### config.mk
export PLATFORM = sky130hd
export DESIGN_NAME = pixel_buffer_ctrl
export DESIGN_NICKNAME = d
export VERILOG_FILES = /design/src/rtl/pixel_buffer_ctrl_pkg.sv /design/src/rtl/pixel_buffer_ctrl_wrap_counter.sv /design/src/rtl/pixel_buffer_ctrl.sv
export SDC_FILE = /design/constraint.sdc
export NUM_CORES = 1
export LEC_CHECK = 0
export ABC_AREA = 1
export ABC_CLOCK_PERIOD_IN_PS = 1500
export BUFFER_PORTS_ARGS = -buffer_cell sky130_fd_sc_hd__buf_2
export CORE_MARGIN = 2
export CORE_UTILIZATION = 52
export CTS_CLUSTER_SIZE = 12
export DETAILED_ROUTE_END_ITERATION = 12
export PLACE_DENSITY = 0.79
export SLEW_MARGIN = 10
export SYNTH_ARGS = -nofsm -noshare
export SYNTH_HDL_FRONTEND = slang
export SYNTH_SLANG_ARGS = --single-unit
### constraint.sdc
create_clock -name clk -period 1.5 [get_ports clk]
set_clock_uncertainty 0.15 [all_clocks]
set_input_delay 0.225 -clock clk [delete_from_list [all_inputs] [get_ports clk]]
set_output_delay 0.225 -clock clk [all_outputs]
set_load 0.005 [all_outputs]
### src/rtl/pixel_buffer_ctrl_pkg.sv
// Shared definitions for the sliding-window pixel buffer sequencer:
// FSM state encoding and the address-width helper.
package pixel_buffer_ctrl_pkg;

    typedef enum logic [1:0] {
        StIdle  = 2'd0,
        StRun   = 2'd1,
        StDrain = 2'd2
    } state_e;

    // Width needed to address n locations; never narrower than one bit.
    function automatic int unsigned addr_width(input int unsigned n);
        return (n > 1) ? $clog2(n) : 1;
    endfunction

endpackage

### src/rtl/pixel_buffer_ctrl_wrap_counter.sv
// Modulo-MAX counter: counts 0..MAX-1 on enable, wraps to 0, clears synchronously.
// wrap flags the terminal count independently of enable.
module pixel_buffer_ctrl_wrap_counter #(
    parameter int unsigned MAX   = 8,
    parameter int unsigned WIDTH = 3
) (
    input  logic             clk,
    input  logic             rst_n,
    input  logic             enable,
    input  logic             clear,
    output logic [WIDTH-1:0] count,
    output logic             wrap
);

    logic [WIDTH-1:0] count_q, count_d;

    assign wrap = (count_q == WIDTH'(MAX - 1));

    always_comb begin
        count_d = count_q;
        if (clear) begin
            count_d = '0;
        end else if (enable) begin
            count_d = wrap ? '0 : count_q + WIDTH'(1);
        end
    end

    always_ff @(posedge clk or negedge rst_n) begin
        if (!rst_n) begin
            count_q <= '0;
        end else begin
            count_q <= count_d;
        end
    end

    assign count = count_q;

endmodule

### src/rtl/pixel_buffer_ctrl.sv
// Sliding-window pixel buffer sequencer: raster pixel intake, circular line-buffer addressing,
// window-valid tracking with one-stage backpressure. PIXEL_BUFFER_CTRL_STATS_EN adds win_count.
module pixel_buffer_ctrl
    import pixel_buffer_ctrl_pkg::*;
#(
    parameter int unsigned FILTER_SIZE = 3,
    parameter int unsigned IMAGE_SIZE  = 8,
    localparam int unsigned AW         = addr_width(IMAGE_SIZE)
) (
    input  logic          clk,
    input  logic          rst_n,
    input  logic          start,
    input  logic          in_valid,
    output logic          in_ready,
    output logic          buf_clk_en,
    output logic [AW-1:0] buf_wr_addr,
    output logic [AW-1:0] buf_rd_addr,
    output logic          out_valid,
    input  logic          out_ready,
    output logic [AW-1:0] win_row,
    output logic [AW-1:0] win_col,
    output logic          busy,
`ifdef PIXEL_BUFFER_CTRL_STATS_EN
    output logic [2*AW:0] win_count,
`endif
    output logic          frame_done
);

    localparam int unsigned DEPTH = IMAGE_SIZE - (FILTER_SIZE - 1);
    localparam logic [AW-1:0] EDGE = AW'(FILTER_SIZE - 1);

    state_e        state_q, state_d;
    logic          accept, start_frame, handshake, win_hit, last_pix;
    logic [AW-1:0] ptr, col, row;
    logic          ptr_wrap, col_wrap, row_wrap;
    logic          out_valid_q, out_valid_d;
    logic [AW-1:0] win_row_q, win_row_d, win_col_q, win_col_d;
    logic          frame_done_q, frame_done_d;

    assign start_frame = (state_q == StIdle) & start;
    assign in_ready    = (state_q == StRun) & (~out_valid_q | out_ready);
    assign accept      = in_valid & in_ready;
    assign handshake   = out_valid_q & out_ready;
    assign buf_clk_en  = accept;

    pixel_buffer_ctrl_wrap_counter #(
        .MAX   (DEPTH),
        .WIDTH (AW)
    ) u_ptr (
        .clk    (clk),
        .rst_n  (rst_n),
        .enable (accept),
        .clear  (1'b0),
        .count  (ptr),
        .wrap   (ptr_wrap)
    );

    pixel_buffer_ctrl_wrap_counter #(
        .MAX   (IMAGE_SIZE),
        .WIDTH (AW)
    ) u_col (
        .clk    (clk),
        .rst_n  (rst_n),
        .enable (accept),
        .clear  (start_frame),
        .count  (col),
        .wrap   (col_wrap)
    );

    pixel_buffer_ctrl_wrap_counter #(
        .MAX   (IMAGE_SIZE),
        .WIDTH (AW)
    ) u_row (
        .clk    (clk),
        .rst_n  (rst_n),
        .enable (accept & col_wrap),
        .clear  (start_frame),
        .count  (row),
        .wrap   (row_wrap)
    );

    assign buf_wr_addr = ptr;
    // Read leads write by one so the synchronous RAM returns the oldest entry in time;
    // parked at 0 while idle.
    assign buf_rd_addr = (state_q == StIdle) ? '0 : (ptr_wrap ? '0 : ptr + AW'(1));

    assign win_hit  = accept & (row >= EDGE) & (col >= EDGE);
    assign last_pix = accept & col_wrap & row_wrap;

    always_comb begin
        state_d      = state_q;
        frame_done_d = 1'b0;
        unique case (state_q)
            StIdle:  if (start) state_d = StRun;
            StRun:   if (last_pix) state_d = StDrain;
            StDrain: begin
                if (handshake) begin
                    state_d      = StIdle;
                    frame_done_d = 1'b1;
                end
            end
            default: state_d = StIdle;
        endcase
    end

    always_comb begin
        out_valid_d = out_valid_q;
        win_row_d   = win_row_q;
        win_col_d   = win_col_q;
        if (win_hit) begin
            out_valid_d = 1'b1;
            win_row_d   = row - EDGE;
            win_col_d   = col - EDGE;
        end else if (handshake) begin
            out_valid_d = 1'b0;
        end
    end

    always_ff @(posedge clk or negedge rst_n) begin
        if (!rst_n) begin
            state_q      <= StIdle;
            out_valid_q  <= 1'b0;
            win_row_q    <= '0;
            win_col_q    <= '0;
            frame_done_q <= 1'b0;
        end else begin
            state_q      <= state_d;
            out_valid_q  <= out_valid_d;
            win_row_q    <= win_row_d;
            win_col_q    <= win_col_d;
            frame_done_q <= frame_done_d;
        end
    end

`ifdef PIXEL_BUFFER_CTRL_STATS_EN
    logic [2*AW:0] win_count_q;

    always_ff @(posedge clk or negedge rst_n) begin
        if (!rst_n) begin
            win_count_q <= '0;
        end else if (start_frame) begin
            win_count_q <= '0;
        end else if (handshake) begin
            win_count_q <= win_count_q + 1'b1;
        end
    end

    assign win_count = win_count_q;
`endif

    assign out_valid  = out_valid_q;
    assign win_row    = win_row_q;
    assign win_col    = win_col_q;
    assign busy       = (state_q != StIdle);
    assign frame_done = frame_done_q;

endmodule

-- After elaboration in Yosys (flattened, before gate mapping)
Cells that the tools add are included.
- equal/unequal tests: 8
- bitwise logic cells: 10
- add/subtract/negate cells: 5
- reduce and logical (&&, ||, !) cells: 6
- mux-type cells: 16
- $lt $le $gt $ge: 2
- operator list (kind ; number):
    3-bit 2-to-1 mux ; 8
    3-bit by 1-bit adder with 3-bit output, second input constant ; 3
    3-bit == test, second input constant ; 3
    1-bit AND ; 8
    2-bit nonzero test ; 4
    3-bit by 2-bit >= comparator with 1-bit output, second input constant ; 2
    2-bit 2-to-1 mux ; 3
    2-bit != test, second input constant ; 3
    2-bit case mux with 3 select lines ; 1
    3-bit by 2-bit subtractor with 3-bit output, second input constant ; 2
    1-bit 2-to-1 mux ; 4
    3-bit AND reduction ; 1
    2-bit by 1-bit == test with 1-bit output, second input constant ; 1
    2-bit == test, second input constant ; 1
    2-bit logical NOT ; 1
    1-bit NOT ; 1
    1-bit OR ; 1
- bits of input ports: 5
- bits in registers: 19
- output and inout bits: 17

-- Longest topological paths before layout
- depth after elaboration: 8
- mapped depth: 7
- depth with buffers taken out: 6

-- Hierarchy
A second synthesis with hierarchy kept.
- cell total of the unflattened synthesis: 117
- area total of the unflattened synthesis: 1031.0 µm²
- by module, submodules not included (module ; cells each ; area an instance (µm²) ; sequential area each (µm²) ; times used):
    pixel_buffer_ctrl ; 64 ; 566.8 ; 250.2 ; 1
    pixel_buffer_ctrl_wrap_counter (u_col ...) ; 17 ; 151.4 ; 75.1 ; 2
    pixel_buffer_ctrl_wrap_counter (u_ptr) ; 19 ; 161.4 ; 75.1 ; 1

-- Least setup slack after synthesis
Ideal clock, no wire load.
- path type: flip-flop to flip-flop
- start: register u_row.count_q[1] (netlist: u_row.count[1])
- end: register win_row_q[1] (netlist: win_row[1])
- required time: 1230 ps
- slack: 119 ps
- cell stages (with the launch flop): 8
- clock period less this slack: 1381 ps
- arrival: 1111 ps
- library setup time: 120 ps
- path buffers: 1
- cell sequence: dfrtp_1 -> inv_1 -> ha_1 -> nor2_1 -> nand3_2 -> buf_6 -> nand2_2 -> o21ai_2
- longest elaborated chain between the ends: 3
- elaborated cells between the ends (all ways): 4
- those cells by class: 1 x add/sub; 1 x order compare; 2 x bitwise
- RTL lines (element ; line ; RTL):
    start, declared ; pixel_buffer_ctrl_wrap_counter.sv:15 ; logic [WIDTH-1:0] count_q, count_d;
    start signal, assigned ; pixel_buffer_ctrl_wrap_counter.sv:32 ; count_q <= count_d;
    3-bit by 2-bit >= comparator with 1-bit output ; pixel_buffer_ctrl.sv:87 ; assign win_hit = accept & (row >= EDGE) & (col >= EDGE);
    1-bit AND (2 in a row) ; pixel_buffer_ctrl.sv:87 ;
    end signal, assigned ; pixel_buffer_ctrl.sv:129 ; win_row_q <= win_row_d;
    end, declared ; pixel_buffer_ctrl.sv:37 ; logic [AW-1:0] win_row_q, win_row_d, win_col_q, win_col_d;
Parallel ways exist; a longest one is shown, timed or not.
A chain may end at the register's enable or synchronous reset.

-- Worst setup path after layout
- start: register u_ptr.count_q[1] (netlist: u_ptr.count[1])
- end: output buf_rd_addr[1]
- longest elaborated chain between the ends: 3
- elaborated cells between the ends (all ways): 4
- those cells by class: 1 x add/sub; 1 x eq/ne; 2 x mux
- RTL lines (element ; line ; RTL):
    start, declared ; pixel_buffer_ctrl_wrap_counter.sv:15 ;
    start signal, assigned ; pixel_buffer_ctrl_wrap_counter.sv:32 ;
    3-bit by 1-bit adder with 3-bit output or 3-bit == test (tied branches) ; pixel_buffer_ctrl.sv:85, pixel_buffer_ctrl_wrap_counter.sv:17 ;
    3-bit 2-to-1 mux * (2 in a row) ; pixel_buffer_ctrl.sv:85 ; assign buf_rd_addr = (state_q == StIdle) ? '0 : (ptr_wrap ? '0 : ptr + AW'(1));
    end, declared ; pixel_buffer_ctrl.sv:17 ; output logic [AW-1:0] buf_rd_addr,
Mark *: on every way between the ends. The rest lies on a longest branch, timed or not.

==> results.md <==
- Result of the run: complete, but fails checks
- Failing checks: setup timing
- Worst-path clk slew: 120 ps
- Max Fclk: 612 MHz
- Syn Area/Cell: 9.33 µm²
- Synth Area in Compound Gates: 7.54%
- Max H-tree Level: 1
- Pre-CTS WS: 23.9 ps
- Routed WL: 2.69 mm
- Main synth FF type: dfrtp_1
- Core area: 0.00175 mm²
- Initial Util: 56.1%
- GR Overflow Total: 0
- Leakage Power: 0.000729 µW
- Vias in the first global route: 839
- CP top delay family: flip-flops
- Row cnt: 15
- Num CTS Buffers: 3
- Post-route setup slack: -134 ps
- Startpoint Class: flip-flop
- Share of the synthesized area in the top cell type: 48.5%
- Yosys warnings: 0
- Total Nets Final: 158
- Synth Instances: 105
- Post-synth ARST share: 100%
- CP Buf/Inv Count: 1
- Post-synthesis sequential area ratio: 48.5%
- Worst-Margin Slew: 416 ps
- Post-synth EDFFs: 0
- Number of fill cells: 109
- Worst path slowest cell: dfrtp_1
- Worst IR Drop VDD: 0.00108 V
- Share of cells above drive strength 1: 52.1%
- Post-synth top area cell: dfrtp_1
- Adder-cell share of the synthesized area: 7.66%
- Post-Synth XOR/XNOR Area: 0.894%
- Vias per std cell: 5.23
- DP HPWL: 1.40 mm
- RSZ-0062 raised after global routing: yes
- CP max FO: 4
- DRC Markers: 0
- Final worst path period share: 109%
- R2R Setup Slk: 30 ps
- CTS tree: built
- Cell Area, Synth: 980 µm²
- Register area: 478 µm²
- Max Cap Viol: 0
- Synth Net Count: 116
- Placer Congestion: 0.735
- First-pass GRT wire length: 3.46 mm
- Final Cell Area: 0.00141 mm²
- Die Span X: 47.4 µm
- Chip Height: 47.4 µm
- Critical path type: flip-flop to output pin
- Final Max Slew Viols: 0
- Vias after detailed routing: 894
- #FFs+latches synth: 19
- Worst hold path type: primary input to flip-flop
- # clock sinks: 19
- Slew HR: 72.3%
- Initial antenna violation count: 0
- Placed Area: 0.00114 mm²
- Synth top area cells: dfrtp_1 49%, ha_1 7.7%, nand2_1 7.7%, nand3_1 4.6%, o21ai_2 4.5%
- DIE AREA: 0.00225 mm²
- Pin count of the biggest net entering global routing: 20
- Critical Path RT: 1120 ps
- Area grow syn2layout: 43.6%
- Max Buffers Root-to-Sink: 2
- Worst hold slack: 77.4 ps
- Synth Area in Simple Gates: 28.7%
- Port Buf Inserts: 21
- Skew-Pair Late Insertion Delay: 300 ps
- Antenna cell count: 0
- GRT Util Overall: 23.0%
- Hold Fails Final Rpt: 0
- I/O pin count: 22
- Initial DRC count: 11
- Largest family of logic cells by synthesized area: simple AND/OR/NAND/NOR gates
- Critical path's largest stage delay: 440 ps
- CP Cell Sequence: or2_4 -> nand3_2 -> nor2_2 -> buf_2
- Synth cell types: 22
- Multi-input gate area: 520 µm²
- Drt pass-1 iters: 4
- Mux cell area share after synthesis: 0%
- Top post-synthesis cells by count: 20 x nand2_1, 19 x dfrtp_1, 11 x inv_1
- Clk root buf: clkbuf_4
- Power per cell area: 1530 mW/mm²
- WP data arrival: 1260 ps
- Final setup vio count: 6
- Crit path capture type: output pin
- Avg WL per Cell: 15.7 µm
- Final Critical Period: 1630 ps
- Top-count cell post-synth: nand2_1
- DRT antenna net count: 0
- Final Core Density: 80.6%
## stage by stage
| step | total power, µW | instances | setup TNS [ps] |
|---|---|---|---|
| 2_1_floorplan | 1200 | 105 | 0 |
| 3_3_place_gp | 1450 | 153 | 0 |
| 3_5_place_dp | 1490 | 153 | 0 |
| 4_1_cts | 1900 | 167 | -290 |
| 5_1_grt | 2300 | 171 | -716 |
| 6_report | 2150 | 171 | -457 |
## worst reg2reg max path, stage by stage, from the launching register on
cell and delay (ps):
dfrtp_2 480, inv_2 100, nand2_4 50, nor2_4 100, buf_6 120, nand3_4 90, clkbuf_16 170, nand2_2 60
o21ai_2 50
## cell type report
type                       count  share of cell area, %
inverter                      14                   4.09
clock buffer                   4                   1.87
tap                           25                   2.22
multi-input combinational     71                   37.0
timing repair buffer          38                   20.8
sequential                    19                   34.0
## cell families after synthesis
group                      Yosys count
DFF                                 19
adders and majority gates            6
buffers and inverters               15
and+or+nand+nor                     53
xor gates and xnor gates             1
AOI/OAI and AO/OA                   11
## registers in the layout, summed over array words and instances (netlist names)
| name | count |
|---|---|
| u_col.count | 3 |
| u_ptr.count | 3 |
| u_row.count | 3 |
| win_col | 3 |
| win_row | 3 |
| state_q | 2 |
| frame_done | 1 |
| out_valid | 1 |
## per-layer routing
layer	global-route usage, %	share of wire (%)
met1	25.9	39
met5	0	0
met3	3.85	2.9
met2	40.0	53
met4	13.9	4.9
## power by group
group          switching [µW]  total [µW]  internal [µW]  leakage (µW)
Combinational             514        1070            559      0.000467
Sequential                150         810            660      0.000247
Clock                     165         269            104     0.0000150
Total                     829        2150           1320      0.000729
## worst paths after layout
path | from | end | depth (start not counted)
max in group asynchronous | rst_n | state_q[0] | 2
worst max-delay path | u_ptr.count[1] | buf_rd_addr[1] | 4
worst min-delay path | out_ready | frame_done | 3
worst min register to register | win_col[1] | win_col[1] | 2
worst max register to register | state_q[1] | win_row[1] | 8
min in group asynchronous | rst_n | frame_done | 2
## timing repair
item                                    in CTS  in global routing
resized for setup                            8                 23
hold endpoints to repair                    19                  0
hold buffers                                 1                  0
pin swaps                                    3                  8
buffers inserted                             9                  5
endpoints found under the setup margin       6                 13
gates cloned                                 0                  1
## layout by cell type (no fill, tap or decap)
master	Yosys	final
nor2_1	7	4
nand2_1	20	18
nor2_2	1	2
clkinv_4	0	1
ha_1	6	2
buf_6	1	6
and3_1	1	1
nand2_2	6	6
buf_2	0	19
buf_4	0	10
or2_4	0	1
nand4_1	2	2
nand2_4	0	2
dlygate4sd3_1	0	1
nor3_1	1	1
inv_1	11	9
clkbuf_4	0	3
clkbuf_1	0	1
buf_12	0	1
dfrtp_1	19	17
o21ai_1	5	5
nand3_4	1	2
o21ai_2	5	6
xnor2_1	1	1
ha_2	0	2
inv_2	2	4
dfrtp_2	0	2
nand3_2	1	1
clkbuf_16	0	1
nor2_4	3	5
ha_4	0	2
nand3_1	9	8
Power figures use the tool's default switching activity.
